**config.mk**
```make
export PLATFORM = sky130hd
export DESIGN_NAME = register_file_mp
export DESIGN_NICKNAME = d
export VERILOG_FILES = /design/src/rtl/regfile_pkg.sv /design/src/rtl/regfile_clear_fsm.sv /design/src/rtl/register_file_mp.sv
export SDC_FILE = /design/constraint.sdc
export NUM_CORES = 2
export LEC_CHECK = 0
export CORE_MARGIN = 1.5
export CORE_UTILIZATION = 60
export DETAILED_ROUTE_END_ITERATION = 10
export PLACE_DENSITY = 0.83
export SLEW_MARGIN = 10
export SYNTH_ARGS = -nofsm -noshare
export SYNTH_HDL_FRONTEND = slang
export SYNTH_SLANG_ARGS = --single-unit
```
**constraint.sdc**
```tcl
create_clock -name clk -period 30 [get_ports clk]
set_clock_uncertainty 0.05 [all_clocks]
set_input_delay 9 -clock clk [delete_from_list [all_inputs] [get_ports clk]]
set_output_delay 9 -clock clk [all_outputs]
set_load 0.05 [all_outputs]
```
**src/rtl/regfile_pkg.sv**
```systemverilog
// Shared defaults and clear-sequencer state encoding for the multi-port register file.
package regfile_pkg;

  localparam int DEF_DATA_W = 32;
  localparam int DEF_REGS   = 16;
  localparam int DEF_N_RD   = 3;
  localparam int DEF_N_WR   = 2;

  typedef enum logic [1:0] {
    CLR_IDLE  = 2'd0,
    CLR_SWEEP = 2'd1,
    CLR_DONE  = 2'd2
  } clrState_t;

  // Number of cycles one clear sweep occupies (every register except the PC alias).
  function automatic int sweepCycles(input int regs);
    return regs - 1;
  endfunction

endpackage

```
**src/rtl/regfile_clear_fsm.sv**
```systemverilog
// Clear sequencer: walks every general register once, skipping the PC alias,
// and reports progress through clrBusy / clrDone.
module regfile_clear_fsm
  import regfile_pkg::*;
#(
  parameter int REGS   = DEF_REGS,
  parameter int PC_REG = REGS - 1,
  localparam int ADDR_W = $clog2(REGS)
) (
  input  logic              clk,
  input  logic              rst,
  input  logic              clrReq,
  output logic              clrBusy,
  output logic              clrDone,
  output logic              clrStrobe,
  output logic [ADDR_W-1:0] clrIdx
);

  localparam logic [ADDR_W-1:0] LAST_CNT = ADDR_W'(sweepCycles(REGS) - 1);
  localparam logic [ADDR_W-1:0] PC_ADDR  = ADDR_W'(PC_REG);

  clrState_t         stateReg, stateNext;
  logic [ADDR_W-1:0] cntReg, cntNext;

  always_ff @(posedge clk or posedge rst) begin
    if (rst) begin
      stateReg <= CLR_IDLE;
      cntReg   <= '0;
    end else begin
      stateReg <= stateNext;
      cntReg   <= cntNext;
    end
  end

  always_comb begin
    stateNext = stateReg;
    cntNext   = cntReg;
    clrBusy   = 1'b0;
    clrDone   = 1'b0;
    unique case (stateReg)
      CLR_IDLE: begin
        if (clrReq) begin
          stateNext = CLR_SWEEP;
          cntNext   = '0;
        end
      end
      CLR_SWEEP: begin
        clrBusy = 1'b1;
        cntNext = cntReg + ADDR_W'(1);
        if (cntReg == LAST_CNT) begin
          stateNext = CLR_DONE;
          cntNext   = '0;
        end
      end
      CLR_DONE: begin
        clrDone   = 1'b1;
        stateNext = CLR_IDLE;
      end
      default: begin
        stateNext = CLR_IDLE;
        cntNext   = '0;
      end
    endcase
  end

  assign clrStrobe = (stateReg == CLR_SWEEP);

  // The counter runs over general registers only; step past the PC slot.
  assign clrIdx = (cntReg >= PC_ADDR) ? cntReg + ADDR_W'(1) : cntReg;

endmodule

```
**src/rtl/register_file_mp.sv**
```systemverilog
// Multi-port register file with PC alias, combinational read bypass and a
// sequenced clear that masks all writes while it runs.
module register_file_mp
  import regfile_pkg::*;
#(
  parameter int DATA_W = DEF_DATA_W,
  parameter int REGS   = DEF_REGS,
  parameter int N_RD   = DEF_N_RD,
  parameter int N_WR   = DEF_N_WR,
  parameter int PC_REG = REGS - 1,
  localparam int ADDR_W = $clog2(REGS)
) (
  input  logic                     clk,
  input  logic                     rst,
  input  logic [DATA_W-1:0]        pc_value,
  input  logic [N_WR-1:0]          we,
  input  logic [N_WR*ADDR_W-1:0]   waddr,
  input  logic [N_WR*DATA_W-1:0]   wdata,
  input  logic [N_RD*ADDR_W-1:0]   raddr,
  output logic [N_RD*DATA_W-1:0]   rdata,
  input  logic                     clr_req,
  output logic                     clr_busy,
  output logic                     clr_done
);

  localparam int                SLOTS   = 1 << ADDR_W;
  localparam logic [ADDR_W-1:0] PC_ADDR = ADDR_W'(PC_REG);

  logic              clrStrobe;
  logic [ADDR_W-1:0] clrIdx;
  logic [ADDR_W-1:0] wAddr   [N_WR];
  logic [DATA_W-1:0] wData   [N_WR];
  logic [ADDR_W-1:0] rAddr   [N_RD];
  logic [DATA_W-1:0] slotVal [SLOTS];

  regfile_clear_fsm #(
    .REGS   (REGS),
    .PC_REG (PC_REG)
  ) uClearFsm (
    .clk       (clk),
    .rst       (rst),
    .clrReq    (clr_req),
    .clrBusy   (clr_busy),
    .clrDone   (clr_done),
    .clrStrobe (clrStrobe),
    .clrIdx    (clrIdx)
  );

  for (genvar gi = 0; gi < N_WR; gi++) begin : g_wrUnpack
    assign wAddr[gi] = waddr[gi*ADDR_W +: ADDR_W];
    assign wData[gi] = wdata[gi*DATA_W +: DATA_W];
  end

  for (genvar gi = 0; gi < N_RD; gi++) begin : g_rdUnpack
    assign rAddr[gi] = raddr[gi*ADDR_W +: ADDR_W];
  end

  // One slot per encodable address: PC alias, real storage, or constant zero
  // for addresses beyond REGS when REGS is not a power of two.
  for (genvar gi = 0; gi < SLOTS; gi++) begin : g_slot
    if (gi == PC_REG) begin : g_pc
      assign slotVal[gi] = pc_value;
    end else if (gi < REGS) begin : g_reg
      logic [DATA_W-1:0] valueReg;
      logic              writeHit;
      logic [DATA_W-1:0] writeData;

      // Ascending scan so the highest-numbered matching port wins.
      always_comb begin
        writeHit  = 1'b0;
        writeData = '0;
        for (int k = 0; k < N_WR; k++) begin
          if (we[k] && (wAddr[k] == ADDR_W'(gi))) begin
            writeHit  = 1'b1;
            writeData = wData[k];
          end
        end
      end

      always_ff @(posedge clk or posedge rst) begin
        if (rst) begin
          valueReg <= '0;
        end else if (clrStrobe) begin
          if (clrIdx == ADDR_W'(gi)) begin
            valueReg <= '0;
          end
        end else if (writeHit) begin
          valueReg <= writeData;
        end
      end

      assign slotVal[gi] = valueReg;
    end else begin : g_none
      assign slotVal[gi] = '0;
    end
  end

  for (genvar gi = 0; gi < N_RD; gi++) begin : g_read
    logic [DATA_W-1:0] readVal;

    // Bypass is suppressed for the PC alias and while a sweep owns the array.
    always_comb begin
      readVal = slotVal[rAddr[gi]];
      if (!clrStrobe && (rAddr[gi] != PC_ADDR)) begin
        for (int k = 0; k < N_WR; k++) begin
          if (we[k] && (wAddr[k] == rAddr[gi])) begin
            readVal = wData[k];
          end
        end
      end
    end

    assign rdata[gi*DATA_W +: DATA_W] = readVal;
  end

endmodule

```
## After elaboration in Yosys (flattened, before gate mapping)

Index checks and enable logic that the tools add are counted.
W data, S select, Z words.

- Word-level logic and storage cells: 305
- Output and inout port bits: 98
- Bits in registers: 486

- Bitwise operators: 4
- $lt $le $gt $ge: 4
- Muxes and demuxes: 132
- Add/subtract/negate cells: 1
- Equality and inequality tests: 71
- Reduce and logical (&&, ||, !) cells: 76

Operators with widths:

| cell | count |
|---|---|
| $mux W32 | 90 |
| $bmux W32 S4 | 3 |
| $eq A4 B4 Y1 const B | 22 |
| $eq A4 B3 Y1 const B | 12 |
| $logic_and A1 B1 Y1 | 39 |
| $reduce_and A2 Y1 | 17 |
| $mux W1 | 32 |
| $ne A2 B1 Y1 const B | 16 |
| $reduce_bool A2 Y1 | 15 |
| $eq A4 B2 Y1 const B | 6 |
| $eq A4 B4 Y1 | 6 |
| $ge A5 B5 Y1 const B | 3 |
| $not A4 Y5 | 3 |
| $eq A4 B1 Y1 const B | 3 |
| $logic_not A4 Y1 | 3 |
| $mux W4 | 3 |
| $ne A4 B4 Y1 const B | 3 |
| $pmux W4 S3 | 1 |
| $add A4 B1 Y4 const B | 1 |
| $ge A4 B4 Y1 const B | 1 |
| $mux W2 | 2 |
| $pmux W2 S2 | 1 |
| $eq A2 B1 Y1 const B | 1 |
| $eq A2 B2 Y1 const B | 1 |
| other kinds (4) | 4 |

## Logic depth before layout (Yosys ltp)

- Depth after elaboration: 7
- Gate-level depth with buffers: 9
- Depth with buffers taken out: 7

## By module

From an unflattened synthesis, not the netlist that was laid out.

- Cells, all modules: 3,446
- Area total of the unflattened synthesis: 37,234.5 µm²

Modules (own cells, without submodules):

| module | times used | area an instance (µm²) | cells each |
|---|---|---|---|
| register_file_mp | 1 | 36,872.9 | 3,409 |
| regfile_clear_fsm | 1 | 361.6 | 37 |

## Least setup slack after synthesis

OpenSTA, ideal clock, no wires.

- Path type: input-to-output
- Start point: in raddr[0]
- End point: out rdata[20]
- Path buffers: 4
- Setup slack: 9.575 ns
- Cell stages on the path: 8
- Data required time: 20.950 ns
- Data arrival time: 11.375 ns
- Cells stage by stage: buf_2 buf_2 buf_2 nor2b_1 clkbuf_1 a22oi_1 a31oi_1 o21ai_0

- Word-level cells in the longest chain between the ends: 7
- Elaborated cells on any way between the ends: 13

Ends and longest elaborated chain:

| item | RTL line | source |
|---|---|---|
| from (decl) | register_file_mp.sv:19 | `input logic [N_RD*ADDR_W-1:0] raddr,` |
| $not A4 Y5 (not written as such) | register_file_mp.sv:103 | `readVal = slotVal[rAddr[gi]];` |
| $bmux W32 S4 | register_file_mp.sv:103 |  |
| $mux W32 (not written as such) (2 in a row) | register_file_mp.sv:103 |  |
| $mux W32 (2 in a row) | register_file_mp.sv:106 | `if (we[k] && (wAddr[k] == rAddr[gi])) begin` |
| $mux W32 * | register_file_mp.sv:104 | `if (!clrStrobe && (rAddr[gi] != PC_ADDR)) begin` |
| to (decl) | register_file_mp.sv:20 | `output logic [N_RD*DATA_W-1:0] rdata,` |

Mark *: on every way between the ends. The rest lies on a longest branch, timed or not. The select of a mux whose other input is x is not followed.

## Worst setup path after layout

- Start point: in raddr[10]
- End point: out rdata[89]

The elaborated chain is that of the path after synthesis.

==> results.yml <==
outcome:
  outcome: "complete, no violations"
pwr:
  peakVddDrop_v: 0.0000621
  power.density_nw_per_um2: 76.6
  p_leak_nw: 17.2
die:
  die_y_um: 252
  start_util_pct: 60.6
  row_count: 91
  fp.dieW_um: 252
  die-area_um2: 63600
  core_area_um2: 61500
  pin_count: 219
grt:
  grt_pass1_vias: 35328
  antenna_found_initial: 12
  grt_use_total_pct: 50.4
  grt_pass1_wl_um: 236000
  grt_max_degree: 156
  overflow: 0
clock_network:
  htreeDepth: 2
  cts_tree: "built"
  clkSinkCount: 486
  clk_latency_ns: 0.63
  clockBufferDepth: 3
  cts.reportedPaths.clkPinSlew_ns: 0.06
  root_buffer: "clkbuf_16"
  postCtsHoldBufs: 0
  cts_buffers: 54
  post_cts_buffers: 0
  cts_resized: 0
drt:
  highest_layer: "met5"
  drc_errors: 0
  drt_pass1_iterations: 9
  antenna_left: 0
  wl_per_cell_um: 39.6
  wl_met3_um: 31900
  drt_iter0_drc: 6657
  met1Wirelength_um: 53300
  dr_total_vias: 35546
  routed_wl_um: 163000
  wl_met2_um: 63200
  routed_via_density: 8.63
hold_path:
  hp-class: "flip-flop to flip-flop"
  hold_path_depth: 1
  worstHoldEndpoint: "g_slot[10].g_reg.valueReg[5]$_DFFE_PP0P_"
  hp-start: "g_slot[10].g_reg.valueReg[5]$_DFFE_PP0P_"
final_layout:
  stdcell_count: 4120
  syn2layout_area_growth_pct: 11.3
  drive_gt1_share_pct: 14.3
  nets: 3408
  fill_cells: 4427
  seqCellArea_um2: 12200
  multiInputGateArea_um2: 23400
sta:
  slew_headroom_pct: 6.79
  tns_ns: 0
  period_share_pct: 76.0
  rsz0062_at_grt: "false"
  finalHoldViolCount: 0
  report.final.slew_viol_count: 0
  max_freq_ghz: 0.0439
  worstMarginPinSlew_ns: 1.40
  finalCriticalPeriod_ns: 22.80
  setup_viol: 0
setup_path:
  crit_type: "primary input to output pin"
  r2r-end: "g_slot[13].g_reg.valueReg[24]$_DFFE_PP0P_"
  r2r-start: "uClearFsm.stateReg[0]$_DFFE_PP0P_"
  worst_path_max_delay_cell: "o21a_2"
  cp.required_ns: 20.95
  crit_fanout: 32
  reg2reg_slack_ns: 26.43
  worst_setup_path_start_kind: "primary input"
  end_kind: "output pin"
  cpPeakStageDelay_ns: 1.18
  critical_path_arrival_ns: 13.75
  worstPathCellList: "clkdlybuf4s50_1 > nand4_1 > and2_2 > o21a_2 > o211ai_1 > clkdlybuf4s50_1"
  r2r_cells: 7
  cp_common_cell: "clkdlybuf4s50_1"
synth:
  synth_edf_count: 0
  synth_area_um2: 37200
  yosysTopAreaCell: "dfrtp_1"
  ys_warn_count: 0
  yosysUniqueCellTypes: 52
  async_flop_share_pct: 100
  synth-main-ff-cell: "dfrtp_1"
  ys_ff_latch: 486
  postSynthAreaPerCell_um2: 10.9
  synth_most_common_cell: "mux2i_1"
  synth_common_cells: "mux2i_1, dfrtp_1, o2bb2ai_1"
  seq_area_frac_synth_pct: 32.7
  synth.top_cell.area_share_pct: 32.7
  postSynthCellCount: 3410
  synthTopCellsByArea: "dfrtp_1, mux2i_1, o2bb2ai_1, mux4_2, a22oi_1"
  syn-num-nets: 3534
job:
  cap_viol_max_count: 0
place:
  place_inst: 4018
  place_congestion: 0.960
  port_buffers: 218
  hpwl_um: 91500
state kept, by name, indices dropped and copies added (netlist names):
name	count
uClearFsm.cntReg	4
uClearFsm.stateReg	2
g_slot.g_reg.valueReg	480
worst max path at each step:
stage,start,to,cells after the start
2_1_floorplan,rst,g_slot[0].g_reg.valueReg[0]$_DFFE_PP0P_,1
3_3_place_gp,raddr[10],rdata[78],6
3_5_place_dp,raddr[10],rdata[94],6
4_1_cts,raddr[10],rdata[89],6
5_1_grt,raddr[10],rdata[89],6
6_report,raddr[10],rdata[89],6
power by group:
part           switching, mW  internal [mW]  total [mW]
Clock                  0.300          0.457       0.758
Sequential             0.266          0.882        1.15
Combinational          0.712          0.555        1.27
Total                   1.28           1.89        3.17
metrics by stage:
stage	total power [mW]	util, %	area (µm²)	worst slack, ns	hold WS (ns)
floorplan	1.93	-	37200	7.39	0.431
CTS	3.10	67.4	41400	7.59	0.480
global placement	2.28	64.2	39500	7.73	0.452
detailed placement	2.34	64.2	39500	7.62	0.460
global route	3.25	67.4	41400	7.27	0.493
finish	3.17	67.4	41400	7.20	0.479
kinds of logic after synthesis:
kind of cell / after synthesis / share of synthesized area, %
DFF: 486 / 32.7
and+or+nand+nor: 189 / 2.63
buffers and inverters: 504 / 5.76
adders and majority gates: 3 / 0.101
AOI/OAI and AO/OA: 1128 / 23.6
muxes: 1075 / 34.7
xor gates and xnor gates: 25 / 0.588
routing by layer:
layer  vias up  GRT usage, %
met1     17016          60.9
met5         -          2.01
met4        20          35.4
li1      13363             -
met3      1205          29.4
met2      3942          66.3
critical path, delay by kind of cell:
| kind | cells | cell delay, ns |
|---|---|---|
| AND/OR/NAND/NOR | 2 | 1.46 |
| buffers and inverters | 2 | 1.80 |
| AO/OA/AOI/OAI | 2 | 1.47 |
cell type report:
class	instances	share of cell area, %
inverters	8	0.0906
well taps	790	2.39
repair buffers	314	7.00
multi-input cells	2420	56.4
diodes	5	0.0302
flip-flops and latches	486	29.3
clock inverters	24	0.975
clock buffers	73	3.77
placed cells by master (no fill, tap or decap), drive strengths merged, types with 7 or more instances in the layout:
cell type	count
or2	7
buf	105
dfrtp	486
bufinv	11
nand2	51
a22o	62
nor2b	9
a21oi	40
inv	9
a31oi	65
mux2	31
a211o	31
a32oi	64
xnor2	15
clkdlybuf4s50	207
nand3	12
nand3b	9
o31ai	29
xor2	10
o22ai	62
or3	8
o211ai	31
mux4	169
a22oi	127
o2bb2ai	480
a21boi	16
nor2	35
o21ai	110
clkinv	10
mux2i	875
nand4	32
nor3	7
clkbuf	75
Note: power is estimated with default switching activity, not from simulation.
